[src/rtl/mem_port_arbiter.sv]
// rtl/mem_port_arbiter.sv - single-port RAM arbiter between instruction fetch and load/store
//
// Ports:
//   clk, rst                      clock, synchronous active-low reset
//   if_req_valid/ready, if_addr   fetch request
//   if_rsp_valid, if_rdata        fetch response (one-cycle pulse, data held afterwards)
//   d_req_valid/ready, d_we,
//   d_addr, d_wdata, d_wstrb      load/store request
//   d_rsp_valid, d_rdata          load data / store ack (one-cycle pulse, data held afterwards)
//   mem_en, mem_we, mem_addr,
//   mem_wdata, mem_rdata          RAM port (word addressed, fixed read latency MEM_LAT)
//   busy                          transaction outstanding
module mem_port_arbiter #(
   parameter int AW         = 32,
   parameter int MEM_LAT    = 1,
   parameter int STARVE_MAX = 3
) (
   input  logic          clk,
   input  logic          rst,
   input  logic          if_req_valid,
   output logic          if_req_ready,
   input  logic [AW-1:0] if_addr,
   output logic          if_rsp_valid,
   output logic [31:0]   if_rdata,
   input  logic          d_req_valid,
   output logic          d_req_ready,
   input  logic          d_we,
   input  logic [AW-1:0] d_addr,
   input  logic [31:0]   d_wdata,
   input  logic [3:0]    d_wstrb,
   output logic          d_rsp_valid,
   output logic [31:0]   d_rdata,
   output logic          mem_en,
   output logic [3:0]    mem_we,
   output logic [AW-3:0] mem_addr,
   output logic [31:0]   mem_wdata,
   input  logic [31:0]   mem_rdata,
   output logic          busy
);

   typedef enum logic [1:0] {IDLE, WAIT, RESP} state_t;
   typedef enum logic [1:0] {OWN_NONE, OWN_IF, OWN_D} owner_t;

   // WAIT spans MEM_LAT-1 cycles; the counter runs down to zero before RESP.
   localparam logic [2:0] LAT_INIT   = (MEM_LAT > 1) ? 3'(MEM_LAT - 2) : 3'd0;
   localparam state_t     ACC_NEXT   = (MEM_LAT > 1) ? WAIT : RESP;
   localparam logic [3:0] STARVE_LIM = 4'(STARVE_MAX);

   state_t      state;
   owner_t      owner;
   logic        own_st;
   logic        armed;
   logic [2:0]  lat_cnt;
   logic [3:0]  starve_cnt;
   logic [31:0] if_rdata_q;
   logic [31:0] d_rdata_q;

   logic live;
   logic in_idle;
   logic in_resp;
   logic fetch_wins;
   logic acc_if;
   logic acc_d;
   logic unused_addr_lsbs;

   // Byte-offset bits never reach the word-addressed RAM.
   assign unused_addr_lsbs = ^{if_addr[1:0], d_addr[1:0]};

   // armed is low during reset and for the first cycle after release, so every
   // output (including the combinational readies) is forced to zero then.
   assign live    = armed & rst;
   assign in_idle = live && (state == IDLE);
   assign in_resp = live && (state == RESP);

   // Data has priority; fetch only wins a contested cycle once it has lost
   // STARVE_MAX contested accepts in a row.
   assign fetch_wins = if_req_valid && (!d_req_valid || (starve_cnt == STARVE_LIM));

   assign acc_if = in_idle && fetch_wins;
   assign acc_d  = in_idle && d_req_valid && !fetch_wins;

   assign if_req_ready = acc_if;
   assign d_req_ready  = acc_d;

   assign mem_en    = acc_if | acc_d;
   assign mem_addr  = acc_d  ? d_addr[AW-1:2] :
                      acc_if ? if_addr[AW-1:2] : '0;
   assign mem_we    = (acc_d && d_we) ? d_wstrb : 4'b0000;
   assign mem_wdata = (acc_d && d_we) ? d_wdata : 32'd0;

   assign if_rsp_valid = in_resp && (owner == OWN_IF);
   assign d_rsp_valid  = in_resp && (owner == OWN_D);

   // Read data is forwarded straight from the RAM in the response cycle and
   // replayed from the holding register afterwards.
   assign if_rdata = !live       ? 32'd0 :
                     if_rsp_valid ? mem_rdata : if_rdata_q;
   assign d_rdata  = !live       ? 32'd0 :
                     d_rsp_valid  ? (own_st ? 32'd0 : mem_rdata) : d_rdata_q;

   assign busy = live && (state != IDLE);

   always_ff @(posedge clk) begin
      if (!rst) begin
         state      <= IDLE;
         owner      <= OWN_NONE;
         own_st     <= 1'b0;
         armed      <= 1'b0;
         lat_cnt    <= 3'd0;
         starve_cnt <= 4'd0;
         if_rdata_q <= 32'd0;
         d_rdata_q  <= 32'd0;
      end else begin
         armed <= 1'b1;
         case (state)
            IDLE: begin
               if (!if_req_valid) begin
                  starve_cnt <= 4'd0;
               end
               if (mem_en) begin
                  owner   <= acc_d ? OWN_D : OWN_IF;
                  own_st  <= acc_d & d_we;
                  lat_cnt <= LAT_INIT;
                  state   <= ACC_NEXT;
                  if (acc_if) begin
                     starve_cnt <= 4'd0;
                  end else if (if_req_valid && (starve_cnt != STARVE_LIM)) begin
                     starve_cnt <= starve_cnt + 4'd1;
                  end
               end
            end
            WAIT: begin
               if (lat_cnt == 3'd0) begin
                  state <= RESP;
               end else begin
                  lat_cnt <= lat_cnt - 3'd1;
               end
            end
            RESP: begin
               if (owner == OWN_IF) begin
                  if_rdata_q <= mem_rdata;
               end else if (owner == OWN_D) begin
                  d_rdata_q <= own_st ? 32'd0 : mem_rdata;
               end
               owner <= OWN_NONE;
               state <= IDLE;
            end
            default: begin
               state <= IDLE;
            end
         endcase
      end
   end

endmodule

[config.mk]
export PLATFORM = sky130hd
export DESIGN_NAME = mem_port_arbiter
export DESIGN_NICKNAME = d
export VERILOG_FILES = /design/src/rtl/mem_port_arbiter.sv
export SDC_FILE = /design/constraint.sdc
export NUM_CORES = 1
export LEC_CHECK = 0
export BUFFER_PORTS_ARGS = -buffer_cell sky130_fd_sc_hd__clkbuf_2
export CAP_MARGIN = 5
export CORE_MARGIN = 5
export CORE_UTILIZATION = 42
export DETAILED_ROUTE_END_ITERATION = 10
export GPL_ROUTABILITY_DRIVEN = 0
export PLACE_DENSITY_LB_ADDON = 0.05
export SLEW_MARGIN = 20
export SYNTH_ARGS = -nofsm -noshare
export SYNTH_HDL_FRONTEND = slang
export SYNTH_SLANG_ARGS = --single-unit
[constraint.sdc]
create_clock -name clk -period 2.4 [get_ports clk]
set_input_delay 0.24 -clock clk [delete_from_list [all_inputs] [get_ports clk]]
set_output_delay 0.24 -clock clk [all_outputs]
set_load 0.01 [all_outputs]
==> reports/qor.csv, run 1 <==
metric,value,unit
synth-async-reset-ratio,0,%
critical-path-slowest-cell,or3b_4,
relSlewSlack,59.44,%
fmax,423.5,MHz
dr.pass1.iters,4,
area_delta_synth_final,45.13,%
grtUsageTotal,21.78,%
yosys-top-cells-area,"dfxtp_1, nor2b_1, nor2_1",
setup_tns,0,ns
dp.final_hpwl,9.313,mm
grt_max_degree,72,
finalCritPeriodShare,98.38,%
synth_common_cells,"nor2_1, dfxtp_1, nor2b_1, a21oi_1, and3_1",
final_hold_viol_count,0,
worstMarginPinSlew,0.6021,ns
yosysWarnings,0,
start_util,42.55,%
synth.distinct_cells,32,
yosys.area.top_type,dfxtp_1,
drt_iter0_drc,230,
worstPathMaxFanout,15,
die_h,106.1,microns
power.density,463.2,nW/um^2
start_kind,register,
path_clk_slew,0.08,ns
synth_top_cell_area_share,37.70,%
hold_class,in2reg,
cpPeakStageDelay,0.42,ns
wl_met3,799,microns
nets,872,
crit_type,reg2out,
drt-total-wl,13.05,mm
wl_met2,6.435,mm
synth_sequential_area_ratio,37.70,%
cp.required,2.16,ns
setup_viol,0,
top_layer,met4,
die_area,11250,sq um
leakage,2.951,nW
numPortBuffers,268,
skew,0.009915,ns
ios,273,
detail-route-antenna-nets,0,
final_util,61.76,%
irDropWorstVdd,0.3300,mV
numClockSinks,73,
ys.flop_type,dfxtp_1,
synth_edf_count,0,
syn_avg_cell_area,7.943,sq um
core_area,9109,sq um
wl_met1,5.345,mm
antennaDiodeCount,0,
htreeDepth,3,
yosysMostFrequentCell,nor2_1,
period_needed,2.361,ns
dp.cells,829,
grt_pass1_vias,4240,
maxCapViolCount,0,
worstSetupEndpointType,output port,
cp_cell_sequence,"ha_4, or3b_4, o21a_4, clkbuf_16, a22oi_1, nor2_1, clkbuf_2",
syn_area,3876,sq um
vias_per_cell,5.113,
clk_latency,0.34,ns
drc,0,
grt_pass1_wl,20.20,mm
status,completed,
synthCells,488,
wl_per_cell,15.37,microns
globalRouteOverflowTotal,0,
die_w,106.1,microns
fin_cells,849,
rows,35,
clock-root-buffer,clkbuf_8,
cts_tree,done,
slew_violations,0,
antenna_found_initial,0,
synth.net_count,626,
drive_gt1_share,42.55,%
clockBufferDepth,2,
power,2.606,mW
ys_ff_latch,73,
cts_buffers,9,
worst_ep_arrival_time,2.12,ns
num_vias,4341,
metal layers:
layer	global-route usage (%)	vias up
met4	9.436	0
met1	26.21	1985
li1	-	2145
met3	5.282	35
met2	36.93	176
met5	0	-
where the power goes:
group	total, mW	switching (mW)	internal [mW]
combinational	0.414	0.210	0.204
sequential	1.24	0.0131	1.23
clock	0.952	0.475	0.478
total	2.61	0.698	1.91
cells by family (layout without fill, tap and decap cells):
family                   Yosys count  after routing  share of synthesized area [%]
AO/OA/AOI/OAI                     80             80                          13.14
multiplexers                      32             32                          8.263
flip-flops                        73             73                          37.70
AND/OR/NAND/NOR                  248            249                          34.73
buffers and inverters             54            303                          5.842
adder cells (fa/ha/maj)            1              1                         0.3227
sequential cells by signal, summed over array words and instances (netlist names):
| register | flops |
|---|---|
| d_rdata_q | 32 |
| if_rdata_q | 32 |
| starve_cnt | 4 |
| owner | 2 |
| armed | 1 |
| own_st | 1 |
| state | 1 |
timing repair:
item / CTS / global route
pin swaps: 0 / 1
gates resized for setup: 2 / 20
hold buffers: 0 / 0
endpoints found under the setup margin: 31 / 66
cloned: 0 / 3
buffers inserted: 0 / 2
area by class of cell:
cell class / instances / area (sq um)
fill: 858 / 3483
clock buffer: 9 / 123.9
inverter: 6 / 22.52
clock inverter: 6 / 68.82
timing repair buffer: 282 / 1531
tap: 111 / 138.9
sequential: 73 / 1469
multi-input combinational: 362 / 2271
critical path, delay by kind of cell (launching register included):
kind                     cells  cell delay [ns]
AO/OA/AOI/OAI                2             0.46
AND/OR/NAND/NOR              2             0.48
buffers and inverters        2             0.32
adder cells (fa/ha/maj)      1             0.14
flip-flops                   1             0.37
stage by stage:
| stage | setup slack, ns | hold WS [ns] | area [sq um] |
|---|---|---|---|
| 6_report | 0.03887 | 0.07349 | 5625 |
| 5_1_grt | -0.01231 | 0.06423 | 5625 |
| 4_1_cts | 0.001444 | 0.05842 | 5469 |
| 3_5_place_dp | 0.3461 | 0.4189 | 5271 |
| 3_3_place_gp | 0.3736 | 0.4164 | 5271 |
| 2_1_floorplan | 0.4392 | 0.2677 | 3876 |
path summary, 6_finish.rpt:
kind | slack (ns) | to | start | depth (start not counted)
max | 0.04 | mem_addr[21] | starve_cnt[0] | 7
min | 0.07 | armed | rst | 1
max reg2reg | 0.64 | own_st | starve_cnt[0] | 5
min reg2reg | 0.51 | d_rdata_q[24] | d_rdata_q[24] | 2
cell usage in the layout, fill, tap and decap left out, types with 2 or more instances in the layout:
cell type / instances
a21oi_1: 36
a22oi_1: 22
a22oi_2: 8
and2_4: 2
and3_1: 37
buf_12: 4
buf_4: 8
clkbuf_16: 2
clkbuf_2: 267
clkbuf_8: 9
clkinvlp_4: 4
dfxtp_1: 71
dfxtp_4: 2
inv_1: 6
mux2i_1: 32
nand2_1: 3
nand3_1: 3
nand3b_1: 3
nor2_1: 98
nor2b_1: 64
nor3b_1: 33
o21ai_0: 4
(Power assumes the default switching activity.)
==> run 2: changes to the inputs <==
--- a/config.mk
+++ b/config.mk
@@ -11,6 +11,7 @@
 export CORE_UTILIZATION = 42
 export DETAILED_ROUTE_END_ITERATION = 10
 export GPL_ROUTABILITY_DRIVEN = 0
+export MAX_ROUTING_LAYER = met4
 export PLACE_DENSITY_LB_ADDON = 0.05
 export SLEW_MARGIN = 20
 export SYNTH_ARGS = -nofsm -noshare
==> reports/qor.csv, run 2 (synthesis gave the netlist of run 1 again) <==
metric,value,unit
min_from,rst,
wl_per_cell,15.37,microns
leakage,2.951,nW
top_regs,"d_rdata_q: 32 flops, if_rdata_q: 32 flops, starve_cnt: 4 flops",
internal-power,1.907,mW
fin_ws,0.04258,ns
numPortBuffers,268,
detail-route-antenna-nets,0,
pwr-share-seq,47.6,%
cts_buffers,9,
relSlewSlack,59.55,%
crit_buf_inv,2,
filler_cell_count,858,
dr.pass1.iters,5,
slew_violations,0,
drt_iter0_drc,267,
r2r_start,starve_cnt[0],
crit_family,simple AND/OR/NAND/NOR gates,
start_util,42.55,%
hold_class,in2reg,
htreeDepth,3,
worstPathMaxFanout,15,
skew,0.01069,ns
path_clk_slew,0.08,ns
clock-root-buffer,clkbuf_8,
dp_slack,0.3461,ns
clockBufferDepth,2,
grt_pass1_vias,4227,
min_path_cells,1,
dp.final_hpwl,9.313,mm
die_area,11250,sq um
status,completed,
core_area,9109,sq um
cpPeakStageDelay,0.42,ns
swShare,26.79,%
p_comb_share,15.9,%
globalRouteOverflowTotal,0,
cp_cell_sequence,"ha_4, or3b_4, o21a_4, clkbuf_16, a22oi_1, nor2_1, clkbuf_2",
whs_endpoint,armed,
multiInputGateArea,2271,sq um
die_w,106.1,microns
reg2regPathDepth,5,
grtUsageTotal,22.41,%
cp.required,2.16,ns
nets,872,
vias_per_cell,5.098,
place_area,5271,sq um
dp.cells,829,
fin_cells,849,
drc,0,
numClockSinks,73,
r2r_end,own_st,
period_needed,2.357,ns
clk_latency,0.35,ns
power,2.606,mW
power.density,463.2,nW/um^2
critical-path-slowest-cell,or3b_4,
crit_type,reg2out,
drt-total-wl,13.05,mm
die_h,106.1,microns
fin_hold_ws,0.07216,ns
rows,35,
setup_viol,0,
ios,273,
maxCapViolCount,0,
finalCritPeriodShare,98.23,%
fin_area,5625,sq um
grt_max_degree,72,
area_delta_synth_final,45.13,%
grt_pass1_wl,20.23,mm
worst_ep_arrival_time,2.12,ns
drive_gt1_share,42.55,%
worstMarginPinSlew,0.6003,ns
num_vias,4328,
irDropWorstVdd,0.3300,mV
worstSetupEndpointType,output port,
layout_commonest_cell,clkbuf_2,
cts_tree,done,
final_hold_viol_count,0,
fmax,424.2,MHz
switchingPower,698.0,uW
rrSetupSlack,0.64,ns
antennaDiodeCount,0,
antenna_found_initial,0,
area.sequential,1469,sq um
start_kind,register,
power_frac_clock,36.5,%
mostFrequentLayoutCells,"clkbuf_2, nor2_1, dfxtp_1, nor2b_1, and3_1",
[run 2: cell counts in the layout (fill, tap and decap cells not counted)]
Identical to the previous run, type by type.
[run 2: worst max path at each step]
stage	slack, ns	depth (start not counted)	to	startpoint
global route	-0.01	7	mem_addr[11]	starve_cnt[0]
detailed placement	0.35	7	mem_addr[3]	starve_cnt[0]
CTS	0.001	6	mem_wdata[25]	starve_cnt[1]
floorplan	0.44	7	mem_wdata[24]	starve_cnt[0]
finish	0.04	7	mem_addr[21]	starve_cnt[0]
global placement	0.37	7	mem_addr[0]	starve_cnt[0]
[run 2: area by class of cell]
| cell class | count | share of cell area (%) |
|---|---|---|
| multi-input cells | 362 | 40.37 |
| repair buffers | 282 | 27.22 |
| flip-flops and latches | 73 | 26.11 |
| well taps | 111 | 2.469 |
| clock buffers | 9 | 2.202 |
| clock inverters | 6 | 1.223 |
| inverters | 6 | 0.4004 |
[run 2: what timing repair did]
item	4_1_cts	5_1_grt
gates cloned	0	3
endpoints found under the setup margin	31	66
hold buffers	0	0
pin swaps	0	1
setup buffers	0	2
resized for setup	2	20
[run 2: layer usage]
layer | global-route usage [%] | up-vias | share of wire, %
met5 | - | - | 0
met4 | 9.436 | 0 | 3.6
met3 | 4.007 | 37 | 5.0
met2 | 36.79 | 168 | 49
met1 | 27.18 | 1976 | 42
li1 | - | 2147 | -
[run 2: power by group through the flow]
stage	combinational, mW	clock [mW]	sequential [mW]
after floorplan	0.205	0	1.26
after CTS	0.387	0.983	1.24
after global routing	0.457	1.04	1.24
after global placement	0.376	0	1.27
final	0.414	0.952	1.24
after detailed placement	0.384	0	1.27
[run 2: through the flow]
step / utilization (%) / setup TNS, ns
2_1_floorplan: - / 0
3_3_place_gp: 57.87 / 0
3_5_place_dp: 57.87 / 0
4_1_cts: 60.04 / 0
5_1_grt: 61.76 / -0.02218
6_report: 61.76 / 0
[run 2: worst reg2reg max path, cell delays in order (launching register included)]
cell and delay, ns:
dfxtp_4 0.37, ha_4 0.14, or3b_4 0.42, o21a_4 0.27, and2_4 0.23, a32o_1 0.23
